### src/rtl/alu_seq.sv
// alu_seq: runs a 4-bit ALU slice nibble by nibble over a 4*NIB-bit word.
// Optional feature: define ALU_SEQ_ABORT_EN to add the abort_i input.
module alu_seq #(
    parameter int NIB = 4
) (
    input  logic              clk_i,
    input  logic              rst_i,
    input  logic              start_i,
    input  logic              mode_i,
    input  logic [3:0]        sel_i,
    input  logic [4*NIB-1:0]  op_a_i,
    input  logic [4*NIB-1:0]  op_b_i,
    input  logic              carry_n_i,
`ifdef ALU_SEQ_ABORT_EN
    input  logic              abort_i,
`endif
    output logic              busy_o,
    output logic              done_o,
    output logic [4*NIB-1:0]  result_o,
    output logic              carry_n_o,
    output logic              eq_o,
    output logic              alu_mode_o,
    output logic [3:0]        alu_sel_o,
    output logic [3:0]        alu_a_o,
    output logic [3:0]        alu_b_o,
    output logic              alu_carry_o,
    input  logic [3:0]        alu_f_i,
    input  logic              alu_carry_i,
    input  logic              alu_cmp_i
);

    localparam int W  = 4 * NIB;
    localparam int KW = (NIB > 1) ? $clog2(NIB) : 1;

    typedef enum logic [1:0] {
        IDLE,
        RUN,
        DONE
    } state_t;

    state_t          state_q;
    state_t          state_d;
    logic [KW-1:0]   k_q;
    logic            mode_q;
    logic [3:0]      sel_q;
    logic [W-1:0]    a_q;
    logic [W-1:0]    b_q;
    logic            carry_q;
    logic            acc_eq_q;
    logic [W-1:0]    work_q;
    logic [W-1:0]    work_d;
    logic [W-1:0]    result_q;
    logic            cout_q;
    logic            eq_q;
    logic            run_go;
    logic            last;
    logic [KW+1:0]   idx;

    assign idx  = {k_q, 2'b00};
    assign last = (k_q == KW'(NIB - 1));

    // State register; reset forces IDLE without waiting for a clock.
    always_ff @(posedge clk_i or posedge rst_i) begin
        if (rst_i) begin
            state_q <= IDLE;
        end else begin
            state_q <= state_d;
        end
    end

    // Next state, slice drive and working-word merge.
    always_comb begin
        state_d     = state_q;
        run_go      = 1'b0;
        work_d      = work_q;
        alu_mode_o  = 1'b0;
        alu_sel_o   = 4'h0;
        alu_a_o     = 4'h0;
        alu_b_o     = 4'h0;
        alu_carry_o = 1'b1;
        work_d[idx +: 4] = alu_f_i;
        unique case (state_q)
            IDLE: begin
                if (start_i) state_d = RUN;
            end
            RUN: begin
                alu_mode_o  = mode_q;
                alu_sel_o   = sel_q;
                alu_a_o     = a_q[idx +: 4];
                alu_b_o     = b_q[idx +: 4];
                alu_carry_o = carry_q;
`ifdef ALU_SEQ_ABORT_EN
                if (abort_i) begin
                    state_d = IDLE;
                end else
`endif
                begin
                    run_go = 1'b1;
                    if (last) state_d = DONE;
                end
            end
            DONE: begin
                state_d = IDLE;
            end
            default: begin
                state_d = IDLE;
            end
        endcase
    end

    // Operand latch, nibble walk and result capture on the last nibble.
    always_ff @(posedge clk_i or posedge rst_i) begin
        if (rst_i) begin
            k_q      <= '0;
            mode_q   <= 1'b0;
            sel_q    <= 4'h0;
            a_q      <= '0;
            b_q      <= '0;
            carry_q  <= 1'b1;
            acc_eq_q <= 1'b0;
            work_q   <= '0;
            result_q <= '0;
            cout_q   <= 1'b1;
            eq_q     <= 1'b0;
        end else begin
            if (state_q == IDLE && start_i) begin
                k_q      <= '0;
                mode_q   <= mode_i;
                sel_q    <= sel_i;
                a_q      <= op_a_i;
                b_q      <= op_b_i;
                carry_q  <= carry_n_i;
                acc_eq_q <= 1'b1;
            end
            if (run_go) begin
                work_q   <= work_d;
                acc_eq_q <= acc_eq_q & alu_cmp_i;
                carry_q  <= alu_carry_i;
                k_q      <= k_q + KW'(1);
                if (last) begin
                    result_q <= work_d;
                    cout_q   <= alu_carry_i;
                    eq_q     <= acc_eq_q & alu_cmp_i;
                end
            end
        end
    end

    assign busy_o    = (state_q != IDLE);
    assign done_o    = (state_q == DONE);
    assign result_o  = result_q;
    assign carry_n_o = cout_q;
    assign eq_o      = eq_q;

endmodule

### config.mk
export PLATFORM = sky130hd
export DESIGN_NAME = alu_seq
export DESIGN_NICKNAME = d
export VERILOG_FILES = /design/src/rtl/alu_seq.sv
export SDC_FILE = /design/constraint.sdc
export NUM_CORES = 1
export LEC_CHECK = 0
export CAP_MARGIN = 20
export CELL_PAD_IN_SITES_DETAIL_PLACEMENT = 1
export CELL_PAD_IN_SITES_GLOBAL_PLACEMENT = 1
export CORE_MARGIN = 2
export CORE_UTILIZATION = 54
export DETAILED_ROUTE_END_ITERATION = 10
export DONT_BUFFER_PORTS = 1
export HOLD_SLACK_MARGIN = 0.03
export PLACE_DENSITY_LB_ADDON = 0.1
export SETUP_SLACK_MARGIN = 0.2
export SYNTH_ARGS = -nofsm -noshare
export SYNTH_HDL_FRONTEND = slang
export SYNTH_SLANG_ARGS = --single-unit
### constraint.sdc
create_clock -name clk_i -period 6.7 [get_ports clk_i]
set_input_delay 1.34 -clock clk_i [delete_from_list [all_inputs] [get_ports clk_i]]
set_output_delay 1.34 -clock clk_i [all_outputs]
set_load 0.005 [all_outputs]
==> results of run 1 <==
[power groups by stage]
stage | sequential (W) | clock, W | combinational (W)
finish | 0.000822 | 0.000421 | 0.000653
global route | 0.000859 | 0.000448 | 0.000727
global placement | 0.000818 | 0 | 0.000618
floorplan | 0.000760 | 0 | 0.000599
detailed placement | 0.000836 | 0 | 0.000654
CTS | 0.000828 | 0.000428 | 0.000661
[worst max-delay path by stage]
stage,start,slack (ns),cells after the start,endpoint
global placement,k_q[0],3.78,2,alu_b_o[3]
finish,k_q[0],3.46,2,alu_a_o[1]
floorplan,rst_i,3.51,1,a_q[0]
CTS,k_q[0],3.42,2,alu_b_o[2]
detailed placement,k_q[0],3.72,5,result_o[0]
global route,k_q[0],3.31,2,alu_b_o[1]
[layout make-up]
cell class                      instances  area share (%)
Clock buffer                           11            3.94
Clock inverter                          5            2.86
Timing Repair Buffer                    4           0.767
Multi-Input combinational cell        156            38.3
Inverter                                6           0.627
Sequential cell                        73            50.9
Tap cell                               75            2.61
[cell families after synthesis]
family	after synthesis	share of synthesized area [%]
AOI/OAI and AO/OA	38	9.47
adders and majority gates	5	1.87
buffers and inverters	22	4.23
DFF	73	54.7
muxes	45	17.8
and+or+nand+nor	68	11.9
[layout by cell type, fill, tap and decap left out, types with 5 or more instances in the layout]
master / count
dfrtp_1: 71
nor2_1: 13
nand2_1: 18
clkbuf_8: 10
ha_1: 5
a32o_1: 12
and2_1: 14
a21oi_1: 5
mux2_2: 34
mux4_2: 8
[sequential cells by signal (all words and copies together) (netlist names), 2 cells and up]
signal	flops
b_q	16
state_q	2
k_q	2
a_q	16
work_q	12
sel_q	4
result_o	16
[worst reg2reg max path, stage by stage (launching register included)]
cell,delay (ns)
dfrtp_1,0.77
inv_1,0.32
ha_1,0.47
nor4bb_1,0.48
clkbuf_2,0.26
a221oi_1,0.10
nor2_1,0.11
[layer usage]
layer | up-vias | wire length, um | global-route usage, %
li1 | 911 | - | -
met1 | 1050 | 2810 | 26.5
met2 | 55 | 3580 | 37.7
met3 | 11 | 512 | 9.78
met4 | 0 | 98 | 8.20
met5 | - | 0 | 0
[through the flow]
step / utilization (%) / total power (W) / cell area [um^2] / setup WS, ns / hold WS (ns)
after global placement: 56.1 / 0.00144 / 3340 / 3.78 / 0.463
after floorplan: - / 0.00136 / 3340 / 3.51 / 0.448
after CTS: 60.2 / 0.00192 / 3590 / 3.42 / 0.482
after global routing: 60.3 / 0.00203 / 3590 / 3.31 / 0.496
after detailed placement: 56.1 / 0.00149 / 3340 / 3.72 / 0.469
final: 60.3 / 0.00190 / 3590 / 3.46 / 0.478
==> results_dict.tcl, run 1 <==
set metrics [dict create \
    status "finished clean" \
    cts_buffer_depth 2 \
    track_usage_pct 22.8 \
    crit_slowest_cell "dfrtp_1" \
    min_path_type "reg -> reg" \
    dpl.cell_count 313 \
    timing.rr.start "k_q[0]" \
    ff_latch_area_mm2 0.00183 \
    p_int_w 0.00126 \
    critPathMaxFanout 14 \
    post_cts_resize_count 0 \
    postCtsHoldBufs 0 \
    slew_headroom_pct 41.4 \
    fin_crit_sh_pct 48.3 \
    portBuffers 0 \
    p_comb_share_pct 34.4 \
    crit_family "flip-flops" \
    die_area_mm2 0.00684 \
    clk_pin_slew_ns 0.07 \
    num_antenna_cells 0 \
    synth_flop_cell "dfrtp_1" \
    vias_per_cell 6.14 \
    area_delta_synth_final_pct 7.37 \
    row_count 28 \
    clkSinkCount 73 \
    synthArstFlopShare_pct 100 \
    min_path_cells 2 \
    hold_viol 0 \
    cp_cell_sequence "mux4_2, and2_1" \
    route.detailed.drc 0 \
    sw_frac_of_total_pct 33.4 \
    fillers 587 \
    yosys.area.top_type "dfrtp_1" \
    yosys-top-cells-count "dfrtp_1 (71), mux2_2 (34), nand2_1 (18)" \
    required_ns 5.36 \
    antenna_found_initial 0 \
    cts_setup_buffers 0 \
    cellLeakagePower_nw 1.54 \
    coreArea_mm2 0.00596 \
    slew_violations 0 \
    place.gp.congestion 0.827 \
    root_buffer "clkbuf_8" \
    initial_core_util_pct 56.2 \
    period_needed_ns 3.24 \
    syn_avg_cell_area_um2 13.3 \
    drive_gt1_share_pct 28.2 \
    synth_nets 303 \
    first_global_vias 2198 \
    grt_pass1_wl_um 11300 \
    drv_cap 0 \
    ant_nets 0 \
    synth_most_common_cell "dfrtp_1" \
    cellPowerDensity_mw_per_mm2 528 \
    ys_seq_elements 73 \
    cts_tree "yes" \
    rsz0062_at_grt "no" \
    max_stage_delay_ns 0.77 \
    ys_top_cells_by_area "dfrtp_1 (53%), mux2_2 (11%), mux4_2 (5.4%)" \
    hpwlAfterDp_um 4750 \
    netlist_instances 251 \
    setup_viol 0 \
    die_x_um 82.7 \
    cts_made_buffers 9 \
    clk_latency_ns 0.34 \
    p_seq_share_pct 43.4 \
    r2r_cells 6 \
    synth-edff-count 0 \
    r2r-end "result_o[0]" \
    grt_max_degree 74 \
    synth_warnings 0 \
    end_kind "primary output" \
    drtPass1Iterations 4 \
    switching_power_w 0.000633 \
    nets 302 \
    tightest_slew_ns 0.879 \
    vdd_drop_max_mv 0.244 \
    critPathBufInv 0 \
    grt-ovfl-total 0 \
    fmaxAchievable_ghz 0.309 \
    skew_ns 0.00576 \
    detail_route.wl_per_cell_um 21.2 \
    stdcell_count 330 \
    drt_iter0_markers 98 \
    min_from "carry_n_o" \
    vias 2027 \
    reg2reg_slack_ns 4.13 \
    worst_setup_path_start_kind "register" \
    drt-total-wl_um 7000 \
    ys_types 44 \
    synth_top_area_share_pct 53.1 \
    ios 81 \
    critPathArrivalTime_ns 1.90 \
    power_frac_clock_pct 22.2 \
    holdPathEnd "carry_n_o" \
    cts_max_level 3 \
    synth_area_mm2 0.00334 \
    setup_tns_ns 0 \
    die_y_um 82.7 \
    critical_path_class "reg -> out" \
    synth-seq-area-share_pct 54.7 \
    multi_input_area_mm2 0.00137 \
]
Power figures use the tool's default switching activity.
==> inputs of run 2 (changes only) <==
--- a/config.mk
+++ b/config.mk
@@ -9,7 +9,7 @@
 export CELL_PAD_IN_SITES_DETAIL_PLACEMENT = 1
 export CELL_PAD_IN_SITES_GLOBAL_PLACEMENT = 1
 export CORE_MARGIN = 2
-export CORE_UTILIZATION = 54
+export CORE_UTILIZATION = 45
 export DETAILED_ROUTE_END_ITERATION = 10
 export DONT_BUFFER_PORTS = 1
 export HOLD_SLACK_MARGIN = 0.03
==> constraint.sdc (replaced) <==
create_clock -name clk_i -period 2.7 [get_ports clk_i]
set_input_delay 0.54 -clock clk_i [delete_from_list [all_inputs] [get_ports clk_i]]
set_output_delay 0.54 -clock clk_i [all_outputs]
set_load 0.005 [all_outputs]
==> run 2 against run 1 <==
  * Final area rose by 1.8%
  * Largest cell class unchanged
  * Power increased by 150%
  * Global-route usage is 4.1 points lower
  * Wire length up 1.6%
  * Critical path depth up 1
  * Die area is 19% higher
  * Sequential power is 140% higher
==> results_dict.tcl, run 2 (synthesis results as in run 1) <==
set metrics [dict create \
    status "finished clean" \
    rsz0062_at_grt "no" \
    row_count 31 \
    end_kind "primary output" \
    final_common_cell "dfrtp_1" \
    finalHoldWorstSlack_ns 0.189 \
    period_needed_ns 2.28 \
    ant_nets 0 \
    drtPass1Iterations 4 \
    min_path_type "in -> async" \
    clk_pin_slew_ns 0.08 \
    cellLeakagePower_nw 1.55 \
    num_antenna_cells 0 \
    hold_viol 0 \
    timing.rr.start "k_q[0]" \
    skew_ns 0.00900 \
    portBuffers 0 \
    slew_headroom_pct 52.9 \
    coreArea_mm2 0.00721 \
    met2_length_um 3370 \
    mostFrequentLayoutCells "dfrtp_1 (70), mux2_2 (34), nand2_1 (18)" \
    area_delta_synth_final_pct 9.35 \
    antenna_found_initial 0 \
    critical_path_class "reg -> out" \
    worst_setup_path_start_kind "register" \
    tightest_slew_ns 0.706 \
    root_buffer "clkbuf_8" \
    initial_core_util_pct 46.4 \
    fmaxAchievable_ghz 0.438 \
    detail_route.wl_per_cell_um 19.9 \
    critPathArrivalTime_ns 1.74 \
    pre_cts_slack_ns 0.545 \
    critPathMaxFanout 6 \
    required_ns 2.16 \
    die_y_um 90.2 \
    fillers 757 \
    cellPowerDensity_mw_per_mm2 1280 \
    cts_buffer_depth 2 \
    drive_gt1_share_pct 29.8 \
    r2r-end "work_q[9]" \
    track_usage_pct 18.7 \
    cts_max_level 3 \
    stdcell_count 357 \
    m1WireLength_um 3120 \
    setup_tns_ns 0 \
    slew_violations 0 \
    setup_viol 0 \
    highest_layer "met4" \
    die_area_mm2 0.00814 \
    grt_pass1_wl_um 11800 \
    hpwlAfterDp_um 4870 \
    dpl.cell_count 341 \
    drv_cap 0 \
    vdd_drop_max_mv 0.555 \
    nets 305 \
    setup_slack_ns 0.415 \
    place.gp.congestion 0.746 \
    vias_per_cell 5.65 \
    fin_crit_sh_pct 84.6 \
    power.total_w 0.00467 \
    ios 81 \
    cts_tree "yes" \
    route.detailed.drc 0 \
    vias 2017 \
    r2r_cells 5 \
    wl_met3_um 542 \
    die_x_um 90.2 \
    cts_made_buffers 9 \
    grt-ovfl-total 0 \
    first_global_vias 2192 \
    drt_iter0_markers 89 \
    grt_max_degree 43 \
    reg2reg_slack_ns 0.69 \
    drt-total-wl_um 7110 \
    clkSinkCount 73 \
    clk_latency_ns 0.34 \
]
## run 2: cell types whose count changed in the layout (fill, tap and decap cells not counted), sizes merged
cell	before	now
clkinv	1	2
clkbuf	12	11
bufinv	3	2
buf	3	7
## run 2: layout make-up
type                            instances  area (um^2)  area share, %
Sequential cell                        73         1830           50.1
Tap cell                               99          124           3.39
Inverter                                6         22.5          0.616
Multi-Input combinational cell        156         1370           37.6
Timing Repair Buffer                    7         77.6           2.12
Clock inverter                          5         77.6           2.12
Clock buffer                           11          151           4.14
## run 2: power breakdown
group	internal, W	total [W]	leakage, nW	switching, W
Sequential	0.00164	0.00199	0.897	0.000342
Combinational	0.000898	0.00171	0.543	0.000811
Clock	0.000568	0.000974	0.115	0.000406
## run 2: metal layers
metal,vias up,GRT usage [%]
met2,60,28.1
met3,7,8.13
met1,1033,24.7
met5,-,0
met4,0,5.77
li1,917,-
## run 2: repair_timing
item                       in CTS  in global routing
setup endpoints to repair       0                  4
resized for setup               0                  1
buffers inserted                0                  0
hold buffers                    0                  0
## run 2: how the worst max path moves through the flow
stage                     slack [ns]   start  cells past startpoint         end
after global routing            0.29  k_q[0]                      3  alu_b_o[2]
after global placement          0.59  k_q[0]                      5   work_q[9]
final                           0.42  k_q[1]                      3  alu_a_o[2]
after CTS                       0.24  k_q[0]                      3  alu_b_o[3]
after floorplan                 0.31   rst_i                      1      a_q[0]
after detailed placement        0.54  k_q[0]                      5  work_q[11]
## run 2: per-stage QoR
step	cell area, um^2	util (%)
2_1_floorplan	3340	-
3_3_place_gp	3430	47.5
3_5_place_dp	3430	47.5
5_1_grt	3660	50.7
6_report	3660	50.7
4_1_cts	3660	50.7
## run 2: critical path, stage by stage (launching register included)
cell and delay [ns]:
dfrtp_1 0.49, buf_4 0.23, mux4_2 0.50, and2_1 0.19
